<file path="src/rtl/arb_merge_4b_8to1_if.sv">
// arb_merge_4b_8to1_if: eight 4-bit val/rdy source channels plus one merged output stream.
interface arb_merge_4b_8to1_if;
  logic [3:0] in0, in1, in2, in3, in4, in5, in6, in7;
  logic [7:0] in_val;
  logic [7:0] in_rdy;
  logic [3:0] out;
  logic [2:0] out_sel;
  logic       out_val;
  logic       out_rdy;
  modport master (
    output in0, in1, in2, in3, in4, in5, in6, in7, in_val, out_rdy,
    input  in_rdy, out, out_sel, out_val
  );
  modport slave (
    input  in0, in1, in2, in3, in4, in5, in6, in7, in_val, out_rdy,
    output in_rdy, out, out_sel, out_val
  );
endinterface

</file>
<file path="src/rtl/arb_merge_4b_8to1.sv">
// arb_merge_4b_8to1: round-robin merge of eight 4-bit val/rdy channels into one registered stream.
module arb_merge_4b_8to1 (
  input logic               clk,
  input logic               reset,
  arb_merge_4b_8to1_if.slave bus
);
  logic [3:0] pay [8];
  logic [3:0] out_q, out_d;
  logic [2:0] sel_q, sel_d;
  logic       val_q, val_d;
  logic [2:0] ptr_q, ptr_d;
  logic [2:0] g;
  logic       found, space, grant;
  assign pay = '{bus.in0, bus.in1, bus.in2, bus.in3, bus.in4, bus.in5, bus.in6, bus.in7};
  assign space = !val_q || bus.out_rdy;
  // Search starts at ptr and wraps naturally through the 3-bit add.
  always_comb begin
    g = 3'd0;
    found = 1'b0;
    for (int i = 0; i < 8; i++)
      if (!found && bus.in_val[3'(ptr_q + 3'(i))]) begin
        g = 3'(ptr_q + 3'(i));
        found = 1'b1;
      end
  end
  assign grant = space && found && !reset;
  assign bus.in_rdy = grant ? 8'(8'd1 << g) : 8'd0;
  always_comb begin
    out_d = grant ? pay[g] : out_q;
    sel_d = grant ? g : sel_q;
    val_d = grant ? 1'b1 : (bus.out_rdy ? 1'b0 : val_q);
    ptr_d = grant ? 3'(g + 3'd1) : ptr_q;
  end
  always_ff @(posedge clk) begin
    if (reset) begin
      out_q <= 4'd0;
      sel_q <= 3'd0;
      val_q <= 1'b0;
      ptr_q <= 3'd0;
    end else begin
      out_q <= out_d;
      sel_q <= sel_d;
      val_q <= val_d;
      ptr_q <= ptr_d;
    end
  end
  assign bus.out = out_q;
  assign bus.out_sel = sel_q;
  assign bus.out_val = val_q;
endmodule

</file>
<file path="src/flat_wrapper.sv">
// flat-port wrapper written by rule: the top's interface ports become plain ports
module arb_merge_4b_8to1_flat 
  (clk, reset, bus_in0, bus_in1, bus_in2, bus_in3, bus_in4, bus_in5, bus_in6, bus_in7, bus_in_val, bus_out_rdy, bus_in_rdy, bus_out, bus_out_sel, bus_out_val);
  arb_merge_4b_8to1_if bus_i ();
  input logic clk;
  input logic reset;
  input wire logic [$bits(bus_i.in0)-1:0] bus_in0;
  input wire logic [$bits(bus_i.in1)-1:0] bus_in1;
  input wire logic [$bits(bus_i.in2)-1:0] bus_in2;
  input wire logic [$bits(bus_i.in3)-1:0] bus_in3;
  input wire logic [$bits(bus_i.in4)-1:0] bus_in4;
  input wire logic [$bits(bus_i.in5)-1:0] bus_in5;
  input wire logic [$bits(bus_i.in6)-1:0] bus_in6;
  input wire logic [$bits(bus_i.in7)-1:0] bus_in7;
  input wire logic [$bits(bus_i.in_val)-1:0] bus_in_val;
  input wire logic [$bits(bus_i.out_rdy)-1:0] bus_out_rdy;
  output wire logic [$bits(bus_i.in_rdy)-1:0] bus_in_rdy;
  output wire logic [$bits(bus_i.out)-1:0] bus_out;
  output wire logic [$bits(bus_i.out_sel)-1:0] bus_out_sel;
  output wire logic [$bits(bus_i.out_val)-1:0] bus_out_val;
  assign bus_i.in0 = bus_in0;
  assign bus_i.in1 = bus_in1;
  assign bus_i.in2 = bus_in2;
  assign bus_i.in3 = bus_in3;
  assign bus_i.in4 = bus_in4;
  assign bus_i.in5 = bus_in5;
  assign bus_i.in6 = bus_in6;
  assign bus_i.in7 = bus_in7;
  assign bus_i.in_val = bus_in_val;
  assign bus_i.out_rdy = bus_out_rdy;
  assign bus_in_rdy = bus_i.in_rdy;
  assign bus_out = bus_i.out;
  assign bus_out_sel = bus_i.out_sel;
  assign bus_out_val = bus_i.out_val;
  arb_merge_4b_8to1 u_core (.clk(clk), .reset(reset), .bus(bus_i));
endmodule
</file>
<file path="config.mk">
export PLATFORM = sky130hd
export DESIGN_NAME = arb_merge_4b_8to1_flat
export DESIGN_NICKNAME = d
export VERILOG_FILES = /design/src/rtl/arb_merge_4b_8to1_if.sv /design/src/rtl/arb_merge_4b_8to1.sv /design/src/flat_wrapper.sv
export SDC_FILE = /design/constraint.sdc
export NUM_CORES = 1
export LEC_CHECK = 0
export CELL_PAD_IN_SITES_DETAIL_PLACEMENT = 2
export CELL_PAD_IN_SITES_GLOBAL_PLACEMENT = 2
export CORE_ASPECT_RATIO = 0.8
export CORE_UTILIZATION = 40
export DETAILED_ROUTE_END_ITERATION = 10
export DONT_BUFFER_PORTS = 1
export PLACE_DENSITY_LB_ADDON = 0.1
export SYNTH_ARGS = -nofsm -noshare
export SYNTH_HDL_FRONTEND = slang
export SYNTH_SLANG_ARGS = --single-unit
</file>
<file path="constraint.sdc">
create_clock -name clk -period 8.7 [get_ports clk]
set_input_delay 0.87 -clock clk [delete_from_list [all_inputs] [get_ports clk]]
set_output_delay 0.87 -clock clk [all_outputs]
set_load 0.05 [all_outputs]
</file>
==> flow_summary.toml, run 1 <==
[run_status]
status = "finished, final reports clean"

[min_path]
hold_path_depth = 1
hp-start = "reset"
hold_path.class = "in2reg"
whs_endpoint = "u_core.bus.out_sel[0]"

[floorplan]
io_pins = 59
initial_core_util = 0.429
num_rows = 21
core_sq_um = 4310
die_x_um = 78.0
die_height_um = 62.8
die_area_sq_um = 4890

[synthesis]
synth_top_area_cell = "mux4_2"
synthArstFlopShare = 0
synth_simple_gate_area_frac = 0.190
syn-cell-area_sq_um = 1850
synth.most_common_cell = "nand2_1"
synthesis.nets = 255
yosysWarningCount = 0
ys_seq_area_frac = 0.119
synth_xor_area_frac = 0.0142
netlist.area_leader.share = 0.134
synth_cell_type_count = 49
postSynthAreaPerCell_sq_um = 8.84
synth_cells = 209
synth_compound_area_frac = 0.221
synthFlopType = "dfxtp_1"
yosys-top-cells-count = "nand2_1, mux2i_1, mux2_2"
synthMuxAreaShare = 0.361
yosys.area_share.adder = 0.0203
synth-seq-cells = 11
synth_top_family_by_area = "multiplexers"
ys_top_cells_by_area = "mux4_2, dfxtp_1, mux2i_1, mux2_2, nand2_1"
synth-edff-count = 0

[setup_path]
start_kind = "register"
worst_setup_path_end_kind = "primary output"
required_ns = 7.83
ff2ff_path_depth = 11
crit_fanout = 22
arrival_ns = 5.39
r2r_start = "u_core.ptr_q[1]"
r2r_end = "u_core.bus.out[3]"
critPathKind = "reg2out"
regToRegSetupSlack_ns = 3.68

[detailed_routing]
wl_per_cell_um = 23.1
num_vias = 1693
drt_iter0_drc = 83
drc_errors = 0
dr.pass1.iters = 4
antenna_left = 0
via_per_inst = 6.56
drt_wl_total_um = 5970

[layout]
layout.nets = 248
syn2layout_area_growth_pct = 2.24
drive_gt1_frac = 0.214
final_cell_area_sq_um = 1890
n_antenna_cell = 0
fillers = 492

[clocking]
cts_max_path_buffers = 2
cts_htree_levels = 1
cts_tree = "yes"
cts.clk_slew.worst_paths_ns = 0.06
cts.sinks = 11
post_cts_buffers = 0
ctsResizeCount = 0
cts_buffers = 3
root_buffer = "clkbuf_8"
cts_hold_buf = 0
clock_latency_ns = 0.24

[timing]
clock_skew_ns = 0.00778
period_minus_slack_ns = 6.26
drv_slew = 0
rsz0062_at_grt = "false"
tns_ns = 0
relSlewSlack = 0.298
worst_pin_slew_ns = 1.05
hold_viol = 0
fmax_mhz = 160
fin_crit_sh = 0.719
setup_viol = 0

[placed_design]
place_area_sq_um = 1840
place_congestion = 0.809
port_buffers = 0
dp_hpwl_um = 4650

[global_routing]
grt_use_met3 = 0.0482
top_usage_layer = "met2"
grt_pass1_vias = 1775
overflow = 0
antenna_found_initial = 0
grt_util_met1 = 0.377
grt_start_max_net_pins = 24
grt_use_met2 = 0.403
grt.total_usage = 0.254
grt_pass1_wl_um = 9700

[power]
ir_drop_v = 0.000217
leakagePower_uw = 0.000685
powerDensity_nw_per_um2 = 529

[job]
cap_violations = 0
-- metrics by stage --
stage | cells | hold slack (ns) | total power (uW) | util | setup slack, ns
final | 258 | 0.699 | 999 | 0.438 | 2.44
after global routing | 258 | 0.692 | 1080 | 0.438 | 2.12
after CTS | 258 | 0.696 | 1000 | 0.438 | 2.44
after detailed placement | 254 | 0.694 | 949 | 0.427 | 2.71
after global placement | 254 | 0.678 | 909 | 0.427 | 2.98
after floorplan | 209 | 0.659 | 844 | - | 3.91
-- worst max path at each step --
stage | start | end | slack (ns) | depth (start not counted)
2_1_floorplan | u_core.ptr_q[0] | bus_in_rdy[2] | 3.91 | 14
3_3_place_gp | u_core.ptr_q[1] | bus_in_rdy[6] | 2.98 | 10
3_5_place_dp | u_core.ptr_q[1] | bus_in_rdy[6] | 2.71 | 10
4_1_cts | u_core.ptr_q[1] | bus_in_rdy[6] | 2.44 | 10
5_1_grt | u_core.ptr_q[1] | bus_in_rdy[3] | 2.12 | 10
6_report | u_core.ptr_q[1] | bus_in_rdy[6] | 2.44 | 10
-- cell type report --
class	instances	area, sq um	share of cell area
inverter	10	37.5	0.0199
timing repair buffer	3	22.5	0.0119
tap	57	71.3	0.0378
clock inverter	1	5.00	0.00265
sequential	11	220	0.117
clock buffer	3	41.3	0.0219
multi-input combinational	173	1490	0.789
-- critical path, stage by stage (launching register included) --
cell      delay, ns
dfxtp_1        0.66
inv_1          0.39
ha_1           0.79
mux4_2         0.48
mux2_2         0.39
and3_4         0.21
o32ai_4        0.28
a211oi_2       0.13
or3_1          0.72
nand2b_1       0.32
nor2_1         0.76
-- registers in the layout (all words and copies together), names as in the netlist --
register,cells
u_core.ptr_q,3
u_core.bus.out_val,1
u_core.bus.out,4
u_core.bus.out_sel,3
-- per-layer routing --
| metal | up-vias | part of all wire |
|---|---|---|
| li1 | 789 | - |
| met1 | 862 | 0.48 |
| met2 | 42 | 0.47 |
| met3 | 0 | 0.044 |
| met4 | 0 | 0 |
| met5 | - | 0 |
-- layout by cell type (no fill, tap or decap), types with 2 or more instances in the layout --
cell / netlist / final
mux2i_1: 19 / 19
a221oi_1: 2 / 2
nand3b_1: 2 / 2
mux2_4: 3 / 3
clkbuf_8: 0 / 3
a221o_1: 2 / 2
nor2b_1: 6 / 6
o221ai_1: 3 / 3
o211ai_1: 8 / 8
mux2_2: 14 / 14
mux4_2: 11 / 11
ha_1: 3 / 3
nor2_1: 12 / 12
o2111ai_1: 2 / 2
a31oi_1: 3 / 3
inv_1: 10 / 10
dfxtp_1: 11 / 11
o21ai_1: 2 / 2
nand3_1: 3 / 3
o21ai_0: 3 / 3
a2111oi_0: 2 / 2
or3_1: 2 / 2
buf_4: 0 / 3
and2_1: 3 / 3
o31ai_1: 4 / 4
nand2b_1: 7 / 7
nor3_1: 6 / 6
a21oi_1: 7 / 7
xor2_1: 3 / 3
nand2_1: 22 / 22
o22a_1: 2 / 2
a21o_1: 2 / 2
-- report_power, final --
group / switching (uW) / internal [uW]
clock: 20.4 / 31.5
combinational: 470 / 337
sequential: 69.7 / 70.6
-- cells by family after synthesis --
logic type | Yosys count
flip-flops | 11
AO/OA/AOI/OAI | 51
XOR/XNOR | 3
buffers and inverters | 25
AND/OR/NAND/NOR | 68
multiplexers | 48
adder cells (fa/ha/maj) | 3
(Power assumes the default switching activity.)
==> run 2, diff against run 1 <==
CORE_UTILIZATION = 34   (was 40)
clock period = 5.2 ns   (was 8.7 ns; I/O delays follow)
==> flow_summary.toml, run 2 (synthesis results as in run 1) <==
[min_path]
hp-start = "reset"
hold_path.class = "in2reg"

[global_routing]
grt_pass1_vias = 1856
grt_pass1_wl_um = 9830
antenna_found_initial = 0
grt_start_max_net_pins = 23
overflow = 0
grt.total_usage = 0.221

[setup_path]
cp_top_family = "multiplexers"
required_ns = 4.68
start_kind = "register"
critPathLaunch = "u_core.ptr_q[1]"
critPathKind = "reg2out"
crit_top_cell = "buf_4"
arrival_ns = 4.03
crit_fanout = 21
crit_buf_inv = 3
crit_slowest_cell = "mux4_2"
path_cells = "inv_1 > ha_1 > mux4_2 > mux2_2 > a21oi_1 > nor3_1 > o21bai_1 > or3_1 > buf_4 > nand2b_1 > nor2_1 > buf_4"
worst_setup_path_end_kind = "primary output"
r2r_start = "u_core.ptr_q[1]"
max_stage_delay_ns = 0.63

[floorplan]
die_area_sq_um = 5730
core_sq_um = 5120
die_x_um = 84.4
die_height_um = 67.9
io_pins = 59
initial_core_util = 0.361
num_rows = 23

[layout]
final_common_cell = "nand2_1"
layout.nets = 260
fin_util = 0.390
final_cell_area_sq_um = 2000
final_cell_mix = "nand2_1, mux2i_1, mux2_2, buf_4, nor2_1"
multi_input_area_sq_um = 1490
n_antenna_cell = 0
register_area_sq_um = 220
largest_register_ffs = 4
drive_gt1_frac = 0.254
syn2layout_area_growth_pct = 8.06
fillers = 604

[power]
leakagePower_uw = 0.000748
ir_drop_v = 0.000257
powerDensity_nw_per_um2 = 884

[timing]
setup_viol = 0
fmax_mhz = 220
drv_slew = 0
hold_viol = 0
worst_pin_slew_ns = 0.753
tns_ns = 0
relSlewSlack = 0.497
clock_skew_ns = 0.00710
worst_slack_ns = 0.654
rsz0062_at_grt = "false"
period_minus_slack_ns = 4.55
hold_ws_ns = 0.341
fin_crit_sh = 0.874

[detailed_routing]
drc_errors = 4
drt_iter0_drc = 155
num_vias = 1780
drt_wl_total_um = 6370
via_per_inst = 6.47
antenna_left = 0
wl_per_cell_um = 23.1
dr.pass1.iters = 9

[placed_design]
place_area_sq_um = 1950
port_buffers = 0
place_congestion = 0.872
place_ws_ns = 0.949
dp_hpwl_um = 4990

[run_status]
status = "complete, but fails checks"
violations = "DRC"

[clocking]
root_buffer = "clkbuf_8"
ctsResizeCount = 0
cts.clk_slew.worst_paths_ns = 0.06
clock_latency_ns = 0.24
cts_hold_buf = 0
cts.sinks = 11
post_cts_buffers = 0
cts_max_path_buffers = 2
cts_buffers = 3
cts_tree = "yes"
cts_htree_levels = 1

[job]
cap_violations = 0
## run 2: cell count changes in the layout (fill, tap and decap cells not counted), sizes merged
cell | before | now
clkinv | 1 | 0
buf | 3 | 15
clkbuf | 3 | 4
## run 2: report_power, final
group	internal (uW)	switching [uW]
registers	118	106
clock network	54.0	35.1
logic	621	830
total	793	971
## run 2: worst paths after layout
| kind | slack, ns | cells after the start | to |
|---|---|---|---|
| max | 0.65 | 12 | bus_in_rdy[6] |
| min | 0.34 | 1 | u_core.bus.out_val |
| max reg2reg | 1.25 | 12 | u_core.bus.out[3] |
| min reg2reg | 0.73 | 2 | u_core.bus.out_sel[2] |
## run 2: worst reg2reg max path: stages (launching register included)
cell	delay, ns
dfxtp_1	0.33
inv_1	0.20
ha_1	0.53
mux4_2	0.62
a21oi_1	0.27
a32o_1	0.27
nand3b_2	0.20
a211oi_2	0.26
or3_1	0.22
buf_4	0.30
mux2_4	0.33
o211ai_1	0.19
o211ai_1	0.12
## run 2: per-layer routing
metal / GRT usage / part of all wire / vias up
li1: - / - / 811
met1: 0.314 / 0.48 / 921
met2: 0.370 / 0.47 / 41
met3: 0.0290 / 0.042 / 7
met4: 0.0339 / 0.0060 / 0
met5: 0 / 0 / -
## run 2: final cells by class
type,instances,area share
Multi-Input combinational cell,173,0.747
Sequential cell,11,0.110
Inverter,10,0.0188
Clock buffer,4,0.0226
Tap cell,62,0.0389
Timing Repair Buffer,15,0.0627
## run 2: through the flow
step	cells	power, uW
after floorplan	209	1410
after global placement	271	1610
after detailed placement	271	1670
after CTS	275	1770
after global routing	275	1900
final	275	1760
==> run 3, diff against run 2 <==
TNS_END_PERCENT = 10   (was unset)
==> results of run 3 <==
The final DEF is identical to that of run 2; final timing and power are the same.
